File: config.mk
export PLATFORM = sky130hd
export DESIGN_NAME = alarm_ring_ctrl_flat
export DESIGN_NICKNAME = d
export VERILOG_FILES = /design/src/rtl/alarm_ring_ctrl_if.sv /design/src/rtl/alarm_ring_ctrl.sv /design/src/flat_wrapper.sv
export SDC_FILE = /design/constraint.sdc
export NUM_CORES = 1
export LEC_CHECK = 0
export ABC_AREA = 1
export CAP_MARGIN = 40
export CORE_UTILIZATION = 34
export CTS_CLUSTER_DIAMETER = 50
export DETAILED_ROUTE_END_ITERATION = 12
export GPL_TIMING_DRIVEN = 0
export PLACE_DENSITY = 0.55
export SKIP_LAST_GASP = 1
export SYNTH_ARGS = -nofsm -noshare
export SYNTH_HDL_FRONTEND = slang
export SYNTH_SLANG_ARGS = --single-unit
export TNS_END_PERCENT = 20
File: constraint.sdc
create_clock -name clk -period 13.9 [get_ports clk]
set_input_delay 3.475 -clock clk [delete_from_list [all_inputs] [get_ports clk]]
set_output_delay 3.475 -clock clk [all_outputs]
set_load 0.005 [all_outputs]
File: src/rtl/alarm_ring_ctrl_if.sv
`default_nettype none
// ============================================================================
// Module   : alarm_ring_ctrl_if
// Brief    : Stimulus/status bundle between the alarm-stamp converter, the
//            ring controller and the buzzer/LED drivers.
// Revision : 1.0 - initial release
// ============================================================================
interface alarm_ring_ctrl_if;
    logic        tick_1hz;
    logic [63:0] counter;
    logic [63:0] alarm_stamp;
    logic        alarm_en;
    logic        arm;
    logic        stop_btn;
    logic        snooze_btn;
    logic [1:0]  state;
    logic        ringing;
    logic        buzzer;
    logic        missed;
    logic [3:0]  snooze_cnt;

    modport master (
        output tick_1hz, counter, alarm_stamp, alarm_en, arm, stop_btn, snooze_btn,
        input  state, ringing, buzzer, missed, snooze_cnt
    );

    modport slave (
        input  tick_1hz, counter, alarm_stamp, alarm_en, arm, stop_btn, snooze_btn,
        output state, ringing, buzzer, missed, snooze_cnt
    );
endinterface
`default_nettype wire

File: src/rtl/alarm_ring_ctrl.sv
`default_nettype none
// ============================================================================
// Module   : alarm_ring_ctrl
// Brief    : Arms on a 64-bit alarm stamp, rings on expiry, handles stop,
//            snooze, ring timeout and daily re-arm. All outputs registered.
// Revision : 1.0 - initial release
// ============================================================================
module alarm_ring_ctrl #(
    parameter int RING_SECONDS   = 60,
    parameter int SNOOZE_SECONDS = 300,
    parameter int MAX_SNOOZE     = 3,
    parameter int REPEAT_DAILY   = 1
) (
    input  logic              clk,
    input  logic              rst,
    alarm_ring_ctrl_if.slave  bus
);
    localparam int          RC_W          = $clog2(RING_SECONDS + 1);
    localparam logic [63:0] C_DAY_SECONDS = 64'd86400;

    typedef enum logic [1:0] {
        ST_IDLE    = 2'b00,
        ST_ARMED   = 2'b01,
        ST_RINGING = 2'b10,
        ST_SNOOZE  = 2'b11
    } state_t;

    state_t            state_q;
    logic [63:0]       base_q;
    logic [63:0]       target_q;
    logic [RC_W-1:0]   ring_cnt_q;
    logic              phase_q;
    logic              ringing_q;
    logic              buzzer_q;
    logic              missed_q;
    logic [3:0]        snooze_cnt_q;

    logic              w_snooze_ok;
    logic              w_timeout;
    logic              w_finish;
    logic              w_fire;
    logic [63:0]       w_next_base;

    assign w_snooze_ok = bus.snooze_btn && (snooze_cnt_q < 4'(MAX_SNOOZE));
    // A refused snooze does not mask the tick, so the timeout still counts.
    assign w_timeout   = (state_q == ST_RINGING) && !bus.stop_btn && !w_snooze_ok &&
                         bus.tick_1hz && (ring_cnt_q == RC_W'(RING_SECONDS - 1));
    assign w_finish    = (((state_q == ST_RINGING) || (state_q == ST_SNOOZE)) && bus.stop_btn) ||
                         w_timeout;
    assign w_fire      = (bus.counter >= target_q);
    assign w_next_base = base_q + C_DAY_SECONDS;

    always_ff @(posedge clk or posedge rst) begin
        if (rst) begin
            state_q      <= ST_IDLE;
            base_q       <= '0;
            target_q     <= '0;
            ring_cnt_q   <= '0;
            phase_q      <= 1'b0;
            ringing_q    <= 1'b0;
            buzzer_q     <= 1'b0;
            missed_q     <= 1'b0;
            snooze_cnt_q <= '0;
        end else if (!bus.alarm_en) begin
            state_q   <= ST_IDLE;
            ringing_q <= 1'b0;
            buzzer_q  <= 1'b0;
        end else if (bus.arm) begin
            state_q      <= ST_ARMED;
            base_q       <= bus.alarm_stamp;
            target_q     <= bus.alarm_stamp;
            snooze_cnt_q <= '0;
            missed_q     <= 1'b0;
            ring_cnt_q   <= '0;
            phase_q      <= 1'b0;
            ringing_q    <= 1'b0;
            buzzer_q     <= 1'b0;
        end else if (w_finish) begin
            ringing_q <= 1'b0;
            buzzer_q  <= 1'b0;
            if (w_timeout) begin
                missed_q <= 1'b1;
            end
            if (REPEAT_DAILY != 0) begin
                base_q       <= w_next_base;
                target_q     <= w_next_base;
                snooze_cnt_q <= '0;
                state_q      <= ST_ARMED;
            end else begin
                state_q <= ST_IDLE;
            end
        end else begin
            case (state_q)
                ST_ARMED, ST_SNOOZE: begin
                    if (w_fire) begin
                        state_q    <= ST_RINGING;
                        ring_cnt_q <= '0;
                        phase_q    <= 1'b0;
                        ringing_q  <= 1'b1;
                        buzzer_q   <= 1'b0;
                    end
                end
                ST_RINGING: begin
                    if (w_snooze_ok) begin
                        state_q      <= ST_SNOOZE;
                        target_q     <= bus.counter + 64'(SNOOZE_SECONDS);
                        snooze_cnt_q <= snooze_cnt_q + 4'd1;
                        ringing_q    <= 1'b0;
                        buzzer_q     <= 1'b0;
                    end else if (bus.tick_1hz) begin
                        ring_cnt_q <= ring_cnt_q + RC_W'(1);
                        phase_q    <= ~phase_q;
                        buzzer_q   <= ~phase_q;
                    end
                end
                default: ;
            endcase
        end
    end

    assign bus.state      = state_q;
    assign bus.ringing    = ringing_q;
    assign bus.buzzer     = buzzer_q;
    assign bus.missed     = missed_q;
    assign bus.snooze_cnt = snooze_cnt_q;
endmodule
`default_nettype wire

File: src/flat_wrapper.sv
// flat-port wrapper written by rule: the top's interface ports become plain ports
module alarm_ring_ctrl_flat 
#(
    parameter int RING_SECONDS   = 60,
    parameter int SNOOZE_SECONDS = 300,
    parameter int MAX_SNOOZE     = 3,
    parameter int REPEAT_DAILY   = 1
)
  (clk, rst, bus_tick_1hz, bus_counter, bus_alarm_stamp, bus_alarm_en, bus_arm, bus_stop_btn, bus_snooze_btn, bus_state, bus_ringing, bus_buzzer, bus_missed, bus_snooze_cnt);
  alarm_ring_ctrl_if bus_i ();
  input  logic clk;
  input  logic rst;
  input wire logic [$bits(bus_i.tick_1hz)-1:0] bus_tick_1hz;
  input wire logic [$bits(bus_i.counter)-1:0] bus_counter;
  input wire logic [$bits(bus_i.alarm_stamp)-1:0] bus_alarm_stamp;
  input wire logic [$bits(bus_i.alarm_en)-1:0] bus_alarm_en;
  input wire logic [$bits(bus_i.arm)-1:0] bus_arm;
  input wire logic [$bits(bus_i.stop_btn)-1:0] bus_stop_btn;
  input wire logic [$bits(bus_i.snooze_btn)-1:0] bus_snooze_btn;
  output wire logic [$bits(bus_i.state)-1:0] bus_state;
  output wire logic [$bits(bus_i.ringing)-1:0] bus_ringing;
  output wire logic [$bits(bus_i.buzzer)-1:0] bus_buzzer;
  output wire logic [$bits(bus_i.missed)-1:0] bus_missed;
  output wire logic [$bits(bus_i.snooze_cnt)-1:0] bus_snooze_cnt;
  assign bus_i.tick_1hz = bus_tick_1hz;
  assign bus_i.counter = bus_counter;
  assign bus_i.alarm_stamp = bus_alarm_stamp;
  assign bus_i.alarm_en = bus_alarm_en;
  assign bus_i.arm = bus_arm;
  assign bus_i.stop_btn = bus_stop_btn;
  assign bus_i.snooze_btn = bus_snooze_btn;
  assign bus_state = bus_i.state;
  assign bus_ringing = bus_i.ringing;
  assign bus_buzzer = bus_i.buzzer;
  assign bus_missed = bus_i.missed;
  assign bus_snooze_cnt = bus_i.snooze_cnt;
  alarm_ring_ctrl #(.RING_SECONDS(RING_SECONDS), .SNOOZE_SECONDS(SNOOZE_SECONDS), .MAX_SNOOZE(MAX_SNOOZE), .REPEAT_DAILY(REPEAT_DAILY)) u_core (.clk(clk), .rst(rst), .bus(bus_i));
endmodule
==> flow_summary.yaml, run 1 <==
drt:
  firstDrtPassIters: 5
  dr_total_vias: 14620
  viasPerCell: 5.443
  wire_per_inst_um: 23.43
  ant_nets: 0
  routed_wirelength_mm: 62.97
  drt_iter0_markers: 1376
  drc: 0
worst_setup_path:
  rrSetupSlack_ns: 10.44
  worstPathRequired_ns: 14.31
  startpoint_type: "input port"
  critPathCaptureType: "flop"
  cp_max_fo: 10
  r2r-start: "u_core.bus.snooze_cnt[0]"
  critPathArrivalTime_ns: 6.72
  crit_start: "bus_tick_1hz"
  rr_worst_depth: 12
  worstSetupPathType: "in2reg"
  timing.rr.end: "u_core.target_q[62]"
  critPathCapture: "u_core.target_q[62]"
synth:
  netlist_instances: 2037
  netlist_area_um2: 12780
  ys_seq_area_share_pct: 28.20
  ys_ff_latch: 144
  synth.net_count: 2240
  ys.flop_type: "dfrtp_1"
  ys_types: 50
  avgSynthCellArea_um2: 6.273
  synth-edff-count: 0
  synthArstFlopShare_pct: 100.0
  ys_warn_count: 0
status:
  outcome: "completed"
cells_and_area:
  drive_gt1_share_pct: 5.092
  nNetsFinal: 2409
  fillCellCount: 4008
  diodes: 0
  syn_to_final_growth_pct: 21.09
  finalNonFillerCells: 2687
  layout_commonest_cell: "nand2_1"
  layout_common_cells: "nand2_1, inv_1, nor2_1"
  final_cell_area_um2: 15470
clock_network:
  clock_path_buffers: 2
  post_cts_resized: 0
  hold_buffers: 0
  cts_setup_buffers: 0
  numCtsBuffers: 17
  cts_max_level: 4
  clkSlewWorstSetupHoldPaths_ns: 0.07
  insertion_delay_ns: 0.47
  cts.sinks: 144
  cts_root_buffer: "clkbuf_16"
  cts_tree: "built"
sta:
  max_freq_ghz: 0.1583
  hold_viol_final: 0
  fin_crit_ns: 6.316
  grt_setup_unrepaired: "no"
  clock_skew_ns: 0.01390
  worstMarginPinSlew_ns: 0.9588
  final.setup.tns_ns: 0
  drv_slew: 0
  max-slew-margin-rel_pct: 36.08
  finalCritPeriodShare_pct: 45.44
  fin_hold_ws_ns: 0.4909
  finalSetupViolCount: 0
hold_path:
  hp-class: "reg2reg"
floorplanning:
  core_area_um2: 36790
  ioPinCount: 144
  num_rows: 70
  die_y_um: 195.9
  die_w_um: 195.9
  start_util_pct: 34.73
  die_area_um2: 38360
run:
  drv_cap: 0
placed_design:
  gp_congestion: 1.023
  dpl.hpwl_mm: 51.73
  dp_cells: 2655
  dpl_cell_area_um2: 14900
  numPortBuffers: 143
global_routing:
  grt_usage_pct: 33.25
  overflow: 0
  grt_pass1_vias: 14170
  grt_first_pass_wirelength_mm: 91.70
  antenna_found_initial: 0
  grt_max_degree: 87
power:
  power_mw: 1.733
  power.ir.vdd_worst_mv: 0.09280
  powerDensity_nw_per_um2: 112.0
  total_leakage_power_nw: 7.442
[per-stage QoR]
| step | worst slack [ns] | util [%] |
|---|---|---|
| 6_report | 7.584 | 42.06 |
| 5_1_grt | 7.334 | 42.06 |
| 4_1_cts | 7.643 | 42.06 |
| 3_5_place_dp | 7.142 | 40.50 |
| 3_3_place_gp | 3.680 | 40.22 |
| 2_1_floorplan | 6.559 | - |
[worst max-delay path, cell delays in order]
cell             delay, ns
clkdlybuf4s50_1       0.51
inv_1                 0.08
nor3_2                0.19
nand3_2               0.14
nand2_4               0.25
nand2_1               0.48
inv_2                 0.52
buf_1                 0.69
nand2_1               0.14
nand3_1               0.12
nand2_1               0.06
inv_1                 0.05
[layer usage]
layer | vias to the layer above | global-route usage [%] | share of wire (%)
li1 | 6973 | - | -
met5 | - | 0 | 0
met3 | 94 | 5.845 | 7.6
met2 | 645 | 54.51 | 46
met4 | 0 | 13.22 | 4.0
met1 | 6912 | 43.28 | 43
[final cells by class]
cell class	count	area [um2]	area share (%)
Sequential cell	144	3603	23.29
Inverter	280	1059	6.841
Clock buffer	17	425.4	2.749
Multi-Input combinational cell	1560	7878	50.91
Timing Repair Buffer	150	1528	9.874
Clock inverter	15	148.9	0.9623
Buffer	53	245.2	1.585
Tap cell	468	585.6	3.785
[synth_stat cells, drive strengths merged, types with 2 or more instances]
cell,number,share of area [%]
buf,28,1.2
o211ai,9,0.53
a211oi,2,0.12
a2bb2oi,2,0.14
xnor2,6,0.41
or2,11,0.54
nand2,584,17
o21ai,112,4.4
nor3,62,2.8
ha,68,6.7
a22oi,17,1.0
a31oi,24,1.2
nand3b,7,0.41
and3,4,0.20
o21a,3,0.18
xor2,45,3.1
nand4,57,2.8
nor3b,4,0.24
nor4,2,0.098
clkbuf,25,0.73
nor2,251,7.6
dfrtp,144,28
a21o,4,0.24
and2,5,0.24
a21boi,3,0.18
o22ai,6,0.34
nand3,142,5.6
inv,279,8.2
a21oi,127,5.1
[worst min path at each step]
stage	start	end	slack (ns)	depth (start not counted)
floorplan	u_core.base_q[0]	u_core.base_q[0]	0.45	2
global placement	u_core.base_q[6]	u_core.base_q[6]	0.47	2
detailed placement	u_core.base_q[0]	u_core.base_q[0]	0.47	2
CTS	u_core.base_q[0]	u_core.base_q[0]	0.49	2
global route	u_core.target_q[26]	u_core.target_q[26]	0.52	2
finish	u_core.base_q[0]	u_core.base_q[0]	0.49	2
[state kept, by name, indices dropped and copies added, names as in the netlist]
register and count:
u_core.base_q 64, u_core.bus.buzzer 1, u_core.bus.missed 1, u_core.bus.ringing 1
u_core.bus.snooze_cnt 4, u_core.bus.state 2, u_core.phase_q 1, u_core.ring_cnt_q 6
u_core.target_q 64
[cells by family after synthesis]
group           after synthesis  share of synthesized area, %
simple gates               1129                         37.87
xor+xnor                     51                         3.496
fa+ha+maj                    68                         6.659
buf+inv                     333                         10.14
flops                       144                         28.20
compound gates              312                         13.63
[power by group]
| part | leakage (nW) | switching (mW) | internal (mW) |
|---|---|---|---|
| Sequential | 1.70 | 0.0765 | 0.511 |
| Combinational | 5.46 | 0.433 | 0.229 |
| Clock | 0.283 | 0.231 | 0.252 |
Power figures use the tool's default switching activity.
==> inputs of run 2 (changes only) <==
==> constraint.sdc (replaced) <==
create_clock -name clk -period 6.4 [get_ports clk]
set_input_delay 1.6 -clock clk [delete_from_list [all_inputs] [get_ports clk]]
set_output_delay 1.6 -clock clk [all_outputs]
set_load 0.005 [all_outputs]
==> results of run 2 <==
The final DEF is identical to that of run 1. Status: completed.
Among the figures that moved: setup slack after placement 7.142 ns -> 1.517 ns; setup slack after layout 7.584 ns -> 1.959 ns; register-to-register setup slack 10.44 ns -> 2.94 ns; total power 1.733 mW -> 3.764 mW; worst IR drop on VDD 0.09280 mV -> 0.2016 mV
